==> src/rtl/instr_encoder_if.sv <==
// instr_encoder_if
//   Request and output streams of the RV64 instruction encoder.
//   master : request producer / word consumer (drives req_*, out_ready)
//   slave  : the encoder (drives req_ready, out_valid, out_instr, out_last, out_err)
interface instr_encoder_if #(
    parameter int unsigned INSTR_W = 32,
    parameter int unsigned REG_W   = 5,
    parameter int unsigned IMM_W   = 64
);
    logic               req_valid;
    logic               req_ready;
    logic [2:0]         req_fmt;
    logic [6:0]         req_opcode;
    logic [2:0]         req_funct3;
    logic [6:0]         req_funct7;
    logic [REG_W-1:0]   req_rd;
    logic [REG_W-1:0]   req_rs1;
    logic [REG_W-1:0]   req_rs2;
    logic [IMM_W-1:0]   req_imm;
    logic               out_valid;
    logic               out_ready;
    logic [INSTR_W-1:0] out_instr;
    logic               out_last;
    logic               out_err;

    modport master (
        output req_valid, req_fmt, req_opcode, req_funct3, req_funct7,
        output req_rd, req_rs1, req_rs2, req_imm, out_ready,
        input  req_ready, out_valid, out_instr, out_last, out_err
    );

    modport slave (
        input  req_valid, req_fmt, req_opcode, req_funct3, req_funct7,
        input  req_rd, req_rs1, req_rs2, req_imm, out_ready,
        output req_ready, out_valid, out_instr, out_last, out_err
    );
endinterface

==> src/rtl/instr_encoder.sv <==
// instr_encoder
//   Packs instruction-field requests into 32-bit RV64 words. Formats R/I/S/B/U/J/SHIFT are
//   packed directly; the LI pseudo-op expands to ADDI, or LUI (+ ADDIW when the low part is
//   non-zero). The first word is registered; a second LI word is staged internally.
// Ports
//   clk     : clock
//   reset_n : synchronous active-low reset
//   bus     : instr_encoder_if.slave (req_* valid/ready request in, out_* valid/ready words out)
// Build option
//   ENCODER_RANGE_CHECK_EN : when defined, immediates are range-checked and rejected requests
//   yield a single zero word with out_err=1; LI uses ADDI when the immediate fits 12 bits.
//   When undefined, immediates are truncated, out_err stays 0 and LI always uses the hi/lo split.
module instr_encoder #(
    parameter int unsigned INSTR_W = 32,
    parameter int unsigned REG_W   = 5,
    parameter int unsigned IMM_W   = 64
) (
    input logic            clk,
    input logic            reset_n,
    instr_encoder_if.slave bus
);
    localparam logic [2:0] FmtR     = 3'd0;
    localparam logic [2:0] FmtI     = 3'd1;
    localparam logic [2:0] FmtS     = 3'd2;
    localparam logic [2:0] FmtB     = 3'd3;
    localparam logic [2:0] FmtU     = 3'd4;
    localparam logic [2:0] FmtJ     = 3'd5;
    localparam logic [2:0] FmtShift = 3'd6;
    localparam logic [2:0] FmtLi    = 3'd7;

    localparam logic [6:0] OpOpImm   = 7'h13;
    localparam logic [6:0] OpLui     = 7'h37;
    localparam logic [6:0] OpOpImm32 = 7'h1B;

    typedef enum logic [1:0] {StIdle, StHold, StHold1} state_e;

    state_e             state_q, state_d;
    logic [INSTR_W-1:0] out_instr_q, out_instr_d;
    logic [INSTR_W-1:0] staged_q, staged_d;
    logic               out_last_q, out_last_d;
    logic               out_err_q, out_err_d;

    logic [IMM_W-1:0]   imm;
    logic [4:0]         rd, rs1, rs2;
    logic [6:0]         op;
    logic [2:0]         f3;
    logic [31:0]        li_sum, li_lui, li_addiw, li_addi;
    logic               li_lo_nz;
    logic [31:0]        enc_word0, enc_word1;
    logic               enc_two, enc_err;
    logic               accept;

    // True when v is representable as a signed value of the given bit count.
    function automatic logic fits_signed(input logic [IMM_W-1:0] v, input int unsigned bits);
        logic [IMM_W-1:0] t;
        t = $signed(v) >>> (bits - 1);
        return (t == '0) || (t == '1);
    endfunction

    assign imm = bus.req_imm;
    assign rd  = bus.req_rd[4:0];
    assign rs1 = bus.req_rs1[4:0];
    assign rs2 = bus.req_rs2[4:0];
    assign op  = bus.req_opcode;
    assign f3  = bus.req_funct3;

    // Rounding the upper part by +0x800 keeps the sign-extended low 12 bits correct for ADDIW.
    assign li_sum   = imm[31:0] + 32'h0000_0800;
    assign li_lui   = {li_sum[31:12], rd, OpLui};
    assign li_addiw = {imm[11:0], rd, 3'b000, rd, OpOpImm32};
    assign li_addi  = {imm[11:0], 5'd0, 3'b000, rd, OpOpImm};
    assign li_lo_nz = (imm[11:0] != 12'd0);

    always_comb begin
        enc_word0 = '0;
        enc_word1 = '0;
        enc_two   = 1'b0;
        enc_err   = 1'b0;
        case (bus.req_fmt)
            FmtR:     enc_word0 = {bus.req_funct7, rs2, rs1, f3, rd, op};
            FmtI:     enc_word0 = {imm[11:0], rs1, f3, rd, op};
            FmtS:     enc_word0 = {imm[11:5], rs2, rs1, f3, imm[4:0], op};
            FmtB:     enc_word0 = {imm[12], imm[10:5], rs2, rs1, f3, imm[4:1], imm[11], op};
            FmtU:     enc_word0 = {imm[31:12], rd, op};
            FmtJ:     enc_word0 = {imm[20], imm[10:1], imm[11], imm[19:12], rd, op};
            FmtShift: enc_word0 = {bus.req_funct7[6:1], imm[5:0], rs1, f3, rd, op};
            FmtLi: begin
`ifdef ENCODER_RANGE_CHECK_EN
                if (fits_signed(imm, 12)) begin
                    enc_word0 = li_addi;
                end else begin
                    enc_word0 = li_lui;
                    enc_word1 = li_addiw;
                    enc_two   = li_lo_nz;
                end
`else
                enc_word0 = li_lui;
                enc_word1 = li_addiw;
                enc_two   = li_lo_nz;
`endif
            end
            default: ;
        endcase
`ifdef ENCODER_RANGE_CHECK_EN
        case (bus.req_fmt)
            FmtI, FmtS: enc_err = !fits_signed(imm, 12);
            FmtB:       enc_err = !fits_signed(imm, 13) || imm[0];
            FmtJ:       enc_err = !fits_signed(imm, 21) || imm[0];
            FmtU:       enc_err = (imm[11:0] != 12'd0) || !fits_signed(imm, 32);
            FmtShift:   enc_err = (imm[IMM_W-1:6] != '0);
            FmtLi:      enc_err = !fits_signed(imm, 32);
            default:    enc_err = 1'b0;
        endcase
        if (enc_err) begin
            enc_word0 = '0;
            enc_word1 = '0;
            enc_two   = 1'b0;
        end
`endif
    end

    // Upper immediate bits only matter to the range checks.
    logic unused_bits;
    assign unused_bits = ^{imm[IMM_W-1:32], li_sum[11:0]};

    assign bus.req_ready = (state_q == StIdle) || ((state_q == StHold) && bus.out_ready);
    assign bus.out_valid = (state_q != StIdle);
    assign bus.out_instr = out_instr_q;
    assign bus.out_last  = out_last_q;
    assign bus.out_err   = out_err_q;

    always_comb begin
        state_d     = state_q;
        out_instr_d = out_instr_q;
        out_last_d  = out_last_q;
        out_err_d   = out_err_q;
        staged_d    = staged_q;
        accept      = 1'b0;
        case (state_q)
            StIdle: accept = bus.req_valid;
            StHold: begin
                if (bus.out_ready) begin
                    if (bus.req_valid) begin
                        accept = 1'b1;
                    end else begin
                        state_d = StIdle;
                    end
                end
            end
            StHold1: begin
                if (bus.out_ready) begin
                    out_instr_d = staged_q;
                    out_last_d  = 1'b1;
                    out_err_d   = 1'b0;
                    state_d     = StHold;
                end
            end
            default: state_d = StIdle;
        endcase
        if (accept) begin
            out_instr_d = enc_word0;
            out_last_d  = !enc_two;
            out_err_d   = enc_err;
            staged_d    = enc_word1;
            state_d     = enc_two ? StHold1 : StHold;
        end
    end

    always_ff @(posedge clk) begin
        if (!reset_n) begin
            state_q     <= StIdle;
            out_instr_q <= '0;
            out_last_q  <= 1'b0;
            out_err_q   <= 1'b0;
            staged_q    <= '0;
        end else begin
            state_q     <= state_d;
            out_instr_q <= out_instr_d;
            out_last_q  <= out_last_d;
            out_err_q   <= out_err_d;
            staged_q    <= staged_d;
        end
    end
endmodule

==> src/flat_wrapper.sv <==
// flat-port wrapper written by rule: the top's interface ports become plain ports
module instr_encoder_flat 
#(
    parameter int unsigned INSTR_W = 32,
    parameter int unsigned REG_W   = 5,
    parameter int unsigned IMM_W   = 64
)
  (clk, reset_n, bus_req_valid, bus_req_fmt, bus_req_opcode, bus_req_funct3, bus_req_funct7, bus_req_rd, bus_req_rs1, bus_req_rs2, bus_req_imm, bus_out_ready, bus_req_ready, bus_out_valid, bus_out_instr, bus_out_last, bus_out_err);
  instr_encoder_if #(.INSTR_W(INSTR_W), .REG_W(REG_W), .IMM_W(IMM_W)) bus_i ();
  input logic clk;
  input logic reset_n;
  input wire logic [$bits(bus_i.req_valid)-1:0] bus_req_valid;
  input wire logic [$bits(bus_i.req_fmt)-1:0] bus_req_fmt;
  input wire logic [$bits(bus_i.req_opcode)-1:0] bus_req_opcode;
  input wire logic [$bits(bus_i.req_funct3)-1:0] bus_req_funct3;
  input wire logic [$bits(bus_i.req_funct7)-1:0] bus_req_funct7;
  input wire logic [$bits(bus_i.req_rd)-1:0] bus_req_rd;
  input wire logic [$bits(bus_i.req_rs1)-1:0] bus_req_rs1;
  input wire logic [$bits(bus_i.req_rs2)-1:0] bus_req_rs2;
  input wire logic [$bits(bus_i.req_imm)-1:0] bus_req_imm;
  input wire logic [$bits(bus_i.out_ready)-1:0] bus_out_ready;
  output wire logic [$bits(bus_i.req_ready)-1:0] bus_req_ready;
  output wire logic [$bits(bus_i.out_valid)-1:0] bus_out_valid;
  output wire logic [$bits(bus_i.out_instr)-1:0] bus_out_instr;
  output wire logic [$bits(bus_i.out_last)-1:0] bus_out_last;
  output wire logic [$bits(bus_i.out_err)-1:0] bus_out_err;
  assign bus_i.req_valid = bus_req_valid;
  assign bus_i.req_fmt = bus_req_fmt;
  assign bus_i.req_opcode = bus_req_opcode;
  assign bus_i.req_funct3 = bus_req_funct3;
  assign bus_i.req_funct7 = bus_req_funct7;
  assign bus_i.req_rd = bus_req_rd;
  assign bus_i.req_rs1 = bus_req_rs1;
  assign bus_i.req_rs2 = bus_req_rs2;
  assign bus_i.req_imm = bus_req_imm;
  assign bus_i.out_ready = bus_out_ready;
  assign bus_req_ready = bus_i.req_ready;
  assign bus_out_valid = bus_i.out_valid;
  assign bus_out_instr = bus_i.out_instr;
  assign bus_out_last = bus_i.out_last;
  assign bus_out_err = bus_i.out_err;
  instr_encoder #(.INSTR_W(INSTR_W), .REG_W(REG_W), .IMM_W(IMM_W)) u_core (.clk(clk), .reset_n(reset_n), .bus(bus_i));
endmodule
==> config.mk <==
export PLATFORM = sky130hd
export DESIGN_NAME = instr_encoder_flat
export DESIGN_NICKNAME = d
export VERILOG_FILES = /design/src/rtl/instr_encoder_if.sv /design/src/rtl/instr_encoder.sv /design/src/flat_wrapper.sv
export SDC_FILE = /design/constraint.sdc
export NUM_CORES = 1
export LEC_CHECK = 0
export CORE_UTILIZATION = 39
export DETAILED_ROUTE_END_ITERATION = 12
export PLACE_DENSITY = 0.86
export SKIP_LAST_GASP = 1
export SLEW_MARGIN = 10
export SYNTH_ARGS = -nofsm -noshare
export SYNTH_HDL_FRONTEND = slang
export SYNTH_SLANG_ARGS = --single-unit
==> constraint.sdc <==
create_clock -name clk -period 1.59 [get_ports clk]
set_clock_uncertainty 0.2 [all_clocks]
set_input_delay 0.2385 -clock clk [delete_from_list [all_inputs] [get_ports clk]]
set_output_delay 0.2385 -clock clk [all_outputs]
set_load 0.01 [all_outputs]
==> out/summary.txt <==
Failing checks = setup timing
Antenna violations before repair = 0
TritonCTS buffer count = 5
RSZ-0062 raised after global routing = yes
Initial Util = 40.14%
Number of diodes = 0
Hold Fails Final Rpt = 0
Async SR Flop Fraction = 0%
Hold Crit Class = in2reg
Root buf cell = clkbuf_8
WL/cell = 19.08 um
Final ANT Viol Nets = 0
Via count = 4360
CTS tree = built
H-tree levels = 2
Data required, critical path = 1590 ps
Post-synthesis sequential area ratio = 32.33%
GRT Util Overall = 29.40%
Vias in the first global route = 3993
Die Y = 93.74 um
Reg clk slew, reported paths = 110 ps
Nature of the critical path endpoint = register
Cell count after synthesis = 429
Period utilisation layout = 114.5%
Syn_nets = 533
Synth unique cells = 65
Worst setup path class = reg2reg
First-pass GRT wire length = 20180 um
Core Footprint = 0.008175 mm2
Clk Latency, worst-skew pair = 310 ps
Row count = 33
Final Max Tran Viols = 0
Die footprint = 0.008786 mm2
PnR worst setup slack = -230.3 ps
Grt total ovfl = 0
VDD IR max = 0.0003873 V
CP Cell Sequence = nand2b_4 > or2_4 > buf_12 > a221o_1 > a21oi_2 > a311oi_1
Pleak = 2.434 nW
Yosys warns = 0
Most frequent cells in the layout = 90 x buf_4, 56 x nand2_1, 51 x dfxtp_1, 50 x clkdlybuf4s50_1, 47 x dlygate4sd2_1
Hold buffers post-CTS = 0
Synthesis-to-layout area growth = 75.26%
DRC Markers = 0
Routability cong. = 0.9943
FF-to-FF setup slack = -230 ps
Worst-path fanout max = 12
Layout Nets = 724
Share of cells above drive strength 1 = 32.37%
Worst EP arrival = 1820 ps
Status = finished, violations left
Slowest-stage cell, CP = dfxtp_2
Drt first pass iters = 7
Placed inst area = 0.005124 mm2
Fmax = 549.4 MHz
Largest net degree at the start of global routing = 24
DR iter-0 viols = 342
IO Port Bufs = 105
Top FF cell, synth = dfxtp_1
# IOs = 139
Power Density = 609.2 mW/mm2
Pwr Total = 3.504 mW
Max Buffers Root-to-Sink = 2
Commonest non-fill, non-tap cell in the layout = buf_4
Chip Width = 93.74 um
# setup viols final = 38
Startpoint type of the worst setup path = register
CP peak stage delay = 340 ps
Synth Register Bits = 53
Syn Area/Cell = 7.650 um2
Routed WL = 13850 um
Clock sinks = 53
Final instance area = 0.005752 mm2
Vias per cell = 6.006
Hpwl dp = 9810 um
Minimum clock period = 1820 ps
Mapped Area = 0.003282 mm2
Post-synth EDFFs = 0
Max Cap Violations = 0
==> logic make-up after synthesis <==
family | Yosys count | share of synthesized area (%)
AND/OR/NAND/NOR | 180 | 27.45
multiplexers | 9 | 2.783
buffers and inverters | 42 | 6.023
AO/OA/AOI/OAI | 130 | 27.41
XOR/XNOR | 12 | 3.203
flip-flops | 53 | 32.33
other | 1 | 0.1143
adder cells (fa/ha/maj) | 2 | 0.6862
==> critical path, delay by kind of cell, from the launching register on <==
family / cells / cell delay [ps]
buf+inv: 1 / 170
simple gates: 2 / 420
flops: 1 / 340
compound gates: 3 / 580
==> sequential cells by signal (all words and copies together), names as in the netlist <==
register,cells
u_core.bus.out_instr,32
u_core.staged_q,18
u_core.state_q,2
u_core.bus.out_last,1
==> worst paths after layout <==
path / endpoint / start / cells past startpoint
min: u_core.staged_q[31] / bus_req_imm[11] / 4
max reg2reg: u_core.bus.out_instr[17] / u_core.state_q[1] / 6
min reg2reg: u_core.bus.out_instr[9] / u_core.bus.out_instr[9] / 2
max: u_core.bus.out_instr[17] / u_core.state_q[1] / 6
==> layout make-up <==
cell class	count	area, um2
clock inverters	3	25.02
multi-input cells	334	2399
fillers	604	2424
inverters	7	26.28
well taps	105	131.4
flip-flops and latches	53	1064
repair buffers	219	2038
clock buffers	5	68.82
==> synth_stat cells, types with 2 or more instances <==
library cell  number  share of area [%]
nand2_1           60                6.9
dfxtp_1           53                 32
nor2_1            40                4.6
a21oi_1           30                4.6
nand3_1           23                3.5
a22oi_1           19                4.3
buf_2             17                2.6
o21ai_0           17                2.6
clkbuf_1          14                1.6
and3_1             9                1.7
xnor2_1            9                2.4
a211oi_1           8                1.8
mux2i_1            8                2.4
o22ai_1            8                1.5
nor2b_1            7                1.3
o221ai_1           7                1.9
inv_1              6               0.69
nor4_1             6                1.1
nand4_1            5               0.95
nor3_1             5               0.76
a221oi_1           4                1.1
a311oi_1           4                1.1
a31oi_1            4               0.76
o21ai_1            4               0.61
a221oi_2           3                1.4
and3b_1            3               0.80
buf_4              3               0.69
o211ai_1           3               0.69
xor2_1             3               0.80
a221o_1            2               0.61
a22o_1             2               0.53
a32oi_1            2               0.53
and4_1             2               0.53
nand2b_1           2               0.38
nand3_2            2               0.61
nand3b_1           2               0.46
nor3b_1            2               0.46
o311ai_0           2               0.53
o32ai_1            2               0.53
or2_1              2               0.38
==> report_power, final <==
| group | leakage, nW | internal, mW | switching, mW |
|---|---|---|---|
| Sequential | 0.436 | 1.41 | 0.0556 |
| Combinational | 1.95 | 0.625 | 0.603 |
| Clock | 0.0447 | 0.319 | 0.488 |
==> per-stage QoR <==
step                      hold WS (ps)  util [%]  setup slack (ps)  setup TNS (ps)  instances
after global routing             207.2     70.36            -252.2           -4781        726
after floorplan                  173.8         -            -108.4          -520.9        429
final                            191.1     70.36            -230.3           -2647        726
after CTS                        258.8     65.46            -124.9           -1083        710
after detailed placement         269.6     62.67            -820.7          -28550        698
after global placement           268.1     62.67            -722.8          -26790        698
==> per-layer routing <==
layer	up-vias	share of wire, %	global-route usage (%)
li1	1973	-	-
met2	277	48	47.69
met5	-	0	0
met4	0	3.2	11.92
met3	44	8.6	3.641
met1	2066	40	39.36
==> timing repair <==
action	CTS	global route
cloned	0	3
setup buffers	4	13
pin swaps	13	22
setup endpoints to repair	87	49
resized for setup	97	63
hold endpoints to repair	0	0
Power figures use the tool's default switching activity.
